**config.mk**
```make
export PLATFORM = sky130hd
export DESIGN_NAME = apb_master_bridge_flat
export DESIGN_NICKNAME = d
export VERILOG_FILES = /design/src/rtl/apb_master_bridge_pkg.sv /design/src/rtl/apb_master_bridge_if.sv /design/src/rtl/apb_master_bridge_decoder.sv /design/src/rtl/apb_master_bridge.sv /design/src/flat_wrapper.sv
export SDC_FILE = /design/constraint.sdc
export NUM_CORES = 1
export LEC_CHECK = 0
export CAP_MARGIN = 20
export CORE_UTILIZATION = 39
export DETAILED_ROUTE_END_ITERATION = 10
export GPL_TIMING_DRIVEN = 0
export PLACE_DENSITY_LB_ADDON = 0.1
export REMOVE_ABC_BUFFERS = 1
export SKIP_CTS_REPAIR_TIMING = 1
export SLEW_MARGIN = 20
export SYNTH_ARGS = -nofsm -noshare
export SYNTH_HDL_FRONTEND = slang
export SYNTH_HIERARCHICAL = 1
export SYNTH_SLANG_ARGS = --single-unit
```
**constraint.sdc**
```tcl
create_clock -name clk -period 2.25 [get_ports clk]
set_input_delay 0.45 -clock clk [delete_from_list [all_inputs] [get_ports clk]]
set_output_delay 0.45 -clock clk [all_outputs]
set_load 0.02 [all_outputs]
```
**src/rtl/apb_master_bridge_pkg.sv**
```systemverilog
// rtl/apb_master_bridge_pkg.sv - shared types and constants for the APB master bridge
//  Provides the bridge FSM state encoding, the per-slave address span, and a
//  helper that sizes slave-index fields (never narrower than one bit).
package apb_pkg;

    typedef enum logic [1:0] {
        IDLE   = 2'd0,
        SETUP  = 2'd1,
        ACCESS = 2'd2,
        ERR    = 2'd3
    } apb_state_e;

    localparam logic [31:0] APB_SLAVE_SPAN  = 32'h1000;
    localparam int          APB_SPAN_SHIFT  = 12;

    function automatic int idx_width(input int n);
        return (n > 1) ? $clog2(n) : 1;
    endfunction

endpackage

```
**src/rtl/apb_master_bridge_if.sv**
```systemverilog
// rtl/apb_master_bridge_if.sv - APB3 bus bundle between the bridge and its slaves
//  Signals: PADDR/PWRITE/PWDATA/PENABLE/PSEL driven by the master,
//  PRDATA (slave i at [32*i +: 32]) and PREADY (one bit per slave) driven by slaves.
//  Modports: master (bridge side), slave (peripheral side).
interface apb_master_bridge_if #(
    parameter int NUM_SLAVES = 4
);
    logic [31:0]               PADDR;
    logic                      PWRITE;
    logic [31:0]               PWDATA;
    logic                      PENABLE;
    logic [NUM_SLAVES-1:0]     PSEL;
    logic [NUM_SLAVES*32-1:0]  PRDATA;
    logic [NUM_SLAVES-1:0]     PREADY;

    modport master (
        output PADDR, PWRITE, PWDATA, PENABLE, PSEL,
        input  PRDATA, PREADY
    );

    modport slave (
        input  PADDR, PWRITE, PWDATA, PENABLE, PSEL,
        output PRDATA, PREADY
    );
endinterface

```
**src/rtl/apb_master_bridge_decoder.sv**
```systemverilog
// rtl/apb_master_bridge_decoder.sv - combinational peripheral-window address decoder
//  Ports:
//   addr        in   32          byte address from the core
//   hit         out  1           address falls inside the NUM_SLAVES * 4 KiB window
//   idx         out  IDX_W       slave index (valid only when hit=1)
//   psel_onehot out  NUM_SLAVES  one-hot select, all zero on a miss
module apb_addr_decoder
    import apb_pkg::*;
#(
    parameter int          NUM_SLAVES = 4,
    parameter logic [31:0] ADDR_BASE  = 32'h1000_0000,
    parameter int          IDX_W      = 2
) (
    input  logic [31:0]           addr,
    output logic                  hit,
    output logic [IDX_W-1:0]      idx,
    output logic [NUM_SLAVES-1:0] psel_onehot
);

    localparam logic [31:0] WINDOW = 32'(NUM_SLAVES) * APB_SLAVE_SPAN;

    logic [31:0] offset;

    // Unsigned subtraction wraps addresses below the base to large values,
    // so a single compare covers both ends of the window.
    always_comb begin
        offset      = addr - ADDR_BASE;
        hit         = (offset < WINDOW);
        idx         = IDX_W'(offset >> APB_SPAN_SHIFT);
        psel_onehot = hit ? (NUM_SLAVES'(1) << idx) : '0;
    end

endmodule

```
**src/rtl/apb_master_bridge.sv**
```systemverilog
// rtl/apb_master_bridge.sv - core data-bus to APB3 master bridge with address decode and timeout
//  Ports:
//   clk, reset        clock (rising edge) and asynchronous active-low reset
//   transfer          core request strobe, samples busWe/busAddr/busWData in IDLE
//   busWe/busAddr/busWData   core request fields
//   busRData          read data, non-zero only while ready=1
//   ready             one-cycle completion pulse
//   error             qualifies ready: unmapped address or slave timeout
//   apb               APB3 master bundle (PADDR/PWRITE/PWDATA/PENABLE/PSEL/PRDATA/PREADY)
module apb_master_bridge
    import apb_pkg::*;
#(
    parameter int          NUM_SLAVES  = 4,
    parameter logic [31:0] ADDR_BASE   = 32'h1000_0000,
    parameter int          TIMEOUT_CYC = 255
) (
    input  logic                clk,
    input  logic                reset,
    input  logic                transfer,
    input  logic                busWe,
    input  logic [31:0]         busAddr,
    input  logic [31:0]         busWData,
    output logic [31:0]         busRData,
    output logic                ready,
    output logic                error,
    apb_master_bridge_if.master apb
);

    localparam int IDX_W = idx_width(NUM_SLAVES);
    localparam int CNT_W = $clog2(TIMEOUT_CYC + 1);
    // The counter value seen in the last permitted ACCESS cycle.
    localparam logic [CNT_W-1:0] CNT_LAST = CNT_W'(TIMEOUT_CYC - 1);

    apb_state_e            state_q, state_d;
    logic [31:0]           addr_q,  addr_d;
    logic                  we_q,    we_d;
    logic [31:0]           wdata_q, wdata_d;
    logic [IDX_W-1:0]      idx_q,   idx_d;
    logic [NUM_SLAVES-1:0] psel_q,  psel_d;
    logic [CNT_W-1:0]      cnt_q,   cnt_d;
    logic [31:0]           rdata_q, rdata_d;
    logic                  ready_q, ready_d;
    logic                  error_q, error_d;

    logic                  dec_hit;
    logic [IDX_W-1:0]      dec_idx;
    logic [NUM_SLAVES-1:0] dec_psel;

    logic                  pready_sel;
    logic [31:0]           prdata_sel;

    apb_addr_decoder #(
        .NUM_SLAVES (NUM_SLAVES),
        .ADDR_BASE  (ADDR_BASE),
        .IDX_W      (IDX_W)
    ) u_decoder (
        .addr        (busAddr),
        .hit         (dec_hit),
        .idx         (dec_idx),
        .psel_onehot (dec_psel)
    );

    // Only the latched slave's PREADY/PRDATA matter; others are masked out.
    assign pready_sel = |(apb.PREADY & psel_q);
    assign prdata_sel = apb.PRDATA[{idx_q, 5'b0} +: 32];

    always_comb begin
        state_d = state_q;
        addr_d  = addr_q;
        we_d    = we_q;
        wdata_d = wdata_q;
        idx_d   = idx_q;
        psel_d  = psel_q;
        cnt_d   = cnt_q;
        rdata_d = '0;
        ready_d = 1'b0;
        error_d = 1'b0;

        unique case (state_q)
            IDLE: begin
                if (transfer) begin
                    addr_d  = busAddr;
                    we_d    = busWe;
                    wdata_d = busWData;
                    idx_d   = dec_idx;
                    psel_d  = dec_psel;
                    state_d = dec_hit ? SETUP : ERR;
                end
            end
            SETUP: begin
                cnt_d   = '0;
                state_d = ACCESS;
            end
            ACCESS: begin
                cnt_d = cnt_q + CNT_W'(1);
                if (pready_sel) begin
                    ready_d = 1'b1;
                    rdata_d = we_q ? 32'h0 : prdata_sel;
                    state_d = IDLE;
                end else if (cnt_q == CNT_LAST) begin
                    ready_d = 1'b1;
                    error_d = 1'b1;
                    state_d = IDLE;
                end
            end
            ERR: begin
                ready_d = 1'b1;
                error_d = 1'b1;
                state_d = IDLE;
            end
            default: state_d = IDLE;
        endcase
    end

    always_ff @(posedge clk or negedge reset) begin
        if (!reset) begin
            state_q <= IDLE;
            addr_q  <= '0;
            we_q    <= 1'b0;
            wdata_q <= '0;
            idx_q   <= '0;
            psel_q  <= '0;
            cnt_q   <= '0;
            rdata_q <= '0;
            ready_q <= 1'b0;
            error_q <= 1'b0;
        end else begin
            state_q <= state_d;
            addr_q  <= addr_d;
            we_q    <= we_d;
            wdata_q <= wdata_d;
            idx_q   <= idx_d;
            psel_q  <= psel_d;
            cnt_q   <= cnt_d;
            rdata_q <= rdata_d;
            ready_q <= ready_d;
            error_q <= error_d;
        end
    end

    // PSEL/PENABLE decode straight from the state register so a reset
    // drops them in the same instant rather than at the next edge.
    assign apb.PSEL    = (state_q == SETUP || state_q == ACCESS) ? psel_q : '0;
    assign apb.PENABLE = (state_q == ACCESS);
    assign apb.PADDR   = addr_q;
    assign apb.PWRITE  = we_q;
    assign apb.PWDATA  = wdata_q;

    assign busRData = rdata_q;
    assign ready    = ready_q;
    assign error    = error_q;

endmodule
```
**src/flat_wrapper.sv**
```systemverilog
// flat-port wrapper written by rule: the top's interface ports become plain ports
module apb_master_bridge_flat import apb_pkg::*;
#(
    parameter int          NUM_SLAVES  = 4,
    parameter logic [31:0] ADDR_BASE   = 32'h1000_0000,
    parameter int          TIMEOUT_CYC = 255
)
  (clk, reset, transfer, busWe, busAddr, busWData, busRData, ready, error, apb_PADDR, apb_PWRITE, apb_PWDATA, apb_PENABLE, apb_PSEL, apb_PRDATA, apb_PREADY);
  apb_master_bridge_if #(.NUM_SLAVES(NUM_SLAVES)) apb_i ();
  input  logic clk;
  input  logic reset;
  input  logic transfer;
  input  logic busWe;
  input  logic [31:0] busAddr;
  input  logic [31:0] busWData;
  output logic [31:0] busRData;
  output logic ready;
  output logic error;
  output wire logic [$bits(apb_i.PADDR)-1:0] apb_PADDR;
  output wire logic [$bits(apb_i.PWRITE)-1:0] apb_PWRITE;
  output wire logic [$bits(apb_i.PWDATA)-1:0] apb_PWDATA;
  output wire logic [$bits(apb_i.PENABLE)-1:0] apb_PENABLE;
  output wire logic [$bits(apb_i.PSEL)-1:0] apb_PSEL;
  input wire logic [$bits(apb_i.PRDATA)-1:0] apb_PRDATA;
  input wire logic [$bits(apb_i.PREADY)-1:0] apb_PREADY;
  assign apb_PADDR = apb_i.PADDR;
  assign apb_PWRITE = apb_i.PWRITE;
  assign apb_PWDATA = apb_i.PWDATA;
  assign apb_PENABLE = apb_i.PENABLE;
  assign apb_PSEL = apb_i.PSEL;
  assign apb_i.PRDATA = apb_PRDATA;
  assign apb_i.PREADY = apb_PREADY;
  apb_master_bridge #(.NUM_SLAVES(NUM_SLAVES), .ADDR_BASE(ADDR_BASE), .TIMEOUT_CYC(TIMEOUT_CYC)) u_core (.clk(clk), .reset(reset), .transfer(transfer), .busWe(busWe), .busAddr(busAddr), .busWData(busWData), .busRData(busRData), .ready(ready), .error(error), .apb(apb_i));
endmodule
```
==> results.py <==
metrics = {
    "logic_synthesis": {
        "synth_seq_area_share_pct": 54.2,
        "ys_ff_latch": 115,
        "syn_area_mm2": 0.00531,
        "yosys_warnings": 6,
        "synthCells": 350,
        "synth_edf_count": 0,
        "ys_async_sr_fraction_pct": 100,
        "synth_cell_types": 38,
        "avgSynthCellArea_um2": 15.2,
        "ys.flop_type": "dfrtp_1",
    },
    "floorplan": {
        "die_area_mm2": 0.0141,
        "core_mm2": 0.0132,
        "io_pins": 304,
        "die_w_um": 119,
        "die_h_um": 119,
        "rows": 42,
        "initial_core_util_pct": 40.1,
    },
    "place": {
        "dp.cells": 810,
        "io_buffers": 303,
        "placed_area_mm2": 0.00849,
        "hpwl_um": 11600,
        "place.gp.congestion": 0.770,
        "place_ws_ns": -0.0152,
    },
    "global_routing": {
        "grt_pass1_vias": 4413,
        "antenna_found_initial": 0,
        "grt_pass1_wl_um": 22900,
        "track_usage_pct": 21.8,
        "grt_max_degree": 61,
        "grt_overflow_total": 0,
    },
    "timing": {
        "holdWs_ns": -0.0103,
        "tightest_slew_ns": 0.750,
        "layout_min_cycle_time_ns": 2.13,
        "maxSlewHeadroom_pct": 50.0,
        "fin_worst_skew_ns": 0.00672,
        "fin_tns_setup_ns": 0,
        "setup_ws_ns": 0.120,
        "hold_viol": 2,
        "rsz0062_at_grt": "yes",
        "max_clock_freq_mhz": 469,
        "setup_viol": 0,
        "maxSlewViolCount": 0,
        "period_share_pct": 94.7,
    },
    "worst_hold_path": {
        "hp-class": "in -> async",
    },
    "cts": {
        "cts_tree": "done",
        "htree_levels": 4,
        "cts_sinks": 115,
        "cts_root_buf": "clkbuf_16",
        "clock_path_buffers": 2,
        "clkLatencyLatePin_ns": 0.40,
        "path_clk_slew_ns": 0.05,
        "numCtsBuffers": 17,
    },
    "layout": {
        "post-route-util_pct": 69.2,
        "stdcell_area_mm2": 0.00917,
        "areaGrowthSynthToFinish_pct": 72.6,
        "fin_nets": 860,
        "antenna_cells": 0,
        "layout-drive-gt1-share_pct": 23.1,
        "final_cells": 842,
    },
    "worst_setup_path": {
        "worstPathArrival_ns": 1.68,
        "ff2ff_setup_slack_ns": 0.36,
        "critPathKind": "reg -> out",
        "worst_ep_required_time_ns": 1.80,
        "reg2reg_depth": 5,
        "cp-end-kind": "output pin",
        "critPathMaxFanout": 15,
        "cp-start-kind": "register",
    },
    "outcome": {
        "status": "finished, violations left",
        "violations": "hold timing",
    },
    "detailed_routing": {
        "vias": 4095,
        "vias_per_cell": 4.86,
        "drc": 0,
        "route.met3.wl_um": 1080,
        "dr.first_iter.drc_count": 161,
        "avgRoutedWirePerCell_um": 17.5,
        "route.met2.wl_um": 8080,
        "top_layer": "met4",
        "antenna_left": 0,
        "routed_wirelength_um": 14700,
        "firstDrtPassIters": 4,
        "wl_met1_um": 5180,
    },
    "pwr": {
        "pwr-share-clk_pct": 54.1,
        "switchingPower_mw": 1.02,
        "p_per_area_mw_per_mm2": 600,
        "netSwitchingFraction_pct": 18.6,
        "seq_power_share_pct": 37.7,
        "ir_drop_uv": 446,
        "internal_power_mw": 4.47,
        "leakage_nw": 3.99,
        "p_comb_share_pct": 8.3,
    },
    "run": {
        "maxCapViolations": 0,
    },
}
[placed cells by master, fill, tap and decap left out, types with 3 or more instances in the layout]
master	n
a21oi_1	3
and2_1	4
bufinv_16	5
clkbuf_16	17
clkbuf_2	3
clkbuf_8	3
clkdlybuf4s50_1	297
clkinvlp_4	4
dfrtp_1	113
ha_1	5
inv_1	9
mux2_2	71
mux4_1	3
mux4_2	29
nand2_1	8
nand3_1	3
nor2_1	3
nor2b_1	34
nor4_1	4
o21ai_0	8
[cells in the mapped netlist, types with 4 or more instances]
| cell | instances | area [um^2] |
|---|---|---|
| buf_2 | 11 | 55.1 |
| o21ai_0 | 8 | 40.0 |
| dfrtp_1 | 115 | 2880 |
| and2_1 | 4 | 25.0 |
| nor4_1 | 4 | 25.0 |
| mux2_2 | 71 | 800 |
| ha_1 | 7 | 87.6 |
| nand2_1 | 9 | 33.8 |
| inv_1 | 9 | 33.8 |
| mux4_2 | 29 | 653 |
| clkbuf_1 | 5 | 18.8 |
| nor2b_1 | 34 | 213 |
[cell families (layout without fill, tap and decap cells)]
kind of cell,after synthesis,in the layout,synth area share [%]
flops,115,115,54.2
fa+ha+maj,7,7,1.65
simple gates,73,73,8.57
compound gates,17,17,2.40
mux,106,106,29.4
xor+xnor,1,1,0.165
buf+inv,31,347,3.65
[worst paths after layout]
check | end | startpoint
setup reg to reg | u_core/apb.PWDATA[5] | u_core/state_q[1]
min in group clk | u_core/apb.PADDR[26] | u_core/apb.PADDR[26]
max in group asynchronous | u_core/apb.PADDR[17] | reset
hold reg to reg | u_core/apb.PADDR[26] | u_core/apb.PADDR[26]
setup / recovery | apb_PSEL[0] | u_core/state_q[1]
hold / removal | u_core/apb.PWDATA[3] | reset
[registers in the layout (all words and copies together) (netlist names)]
register,flops
u_core/apb.PADDR,32
u_core/apb.PWDATA,32
u_core/apb.PWRITE,1
u_core/busRData,32
u_core/cnt_q,8
u_core/error,1
u_core/idx_q,2
u_core/psel_q,4
u_core/ready,1
u_core/state_q,2
[power groups by stage]
| stage | logic, mW | registers (mW) | clock network (mW) |
|---|---|---|---|
| after floorplan | 0.0543 | 2.11 | 0 |
| after global placement | 0.441 | 2.11 | 0 |
| after detailed placement | 0.459 | 2.11 | 0 |
| after CTS | 0.461 | 2.07 | 3.03 |
| after global routing | 0.489 | 2.07 | 3.13 |
| final | 0.455 | 2.07 | 2.97 |
[stage by stage]
step | hold slack [ns] | total power [mW]
after floorplan | 0.154 | 2.16
after global placement | 0.485 | 2.55
after detailed placement | 0.448 | 2.56
after CTS | 0.0105 | 5.56
after global routing | 0.0320 | 5.69
final | -0.0103 | 5.50
[routing by layer]
layer  up-vias  track usage (%)
li1       1883                -
met1      1997             22.6
met2       195             40.1
met3        20             7.09
met4         0             9.41
met5         -                0
[worst max-delay path: stages (launching register included)]
cell and delay, ns:
dfrtp_1 0.41, inv_1 0.14, ha_4 0.37, and2_1 0.14, dlymetal6s2s_1 0.22
[cell type report]
class | count | area [um^2]
fill | 986 | 4070
timing repair buffer | 306 | 3090
sequential | 115 | 2880
multi-input combinational | 204 | 2270
clock buffer | 20 | 467
tap | 176 | 220
clock inverter | 12 | 203
inverter | 9 | 33.8
(Power assumes the default switching activity.)
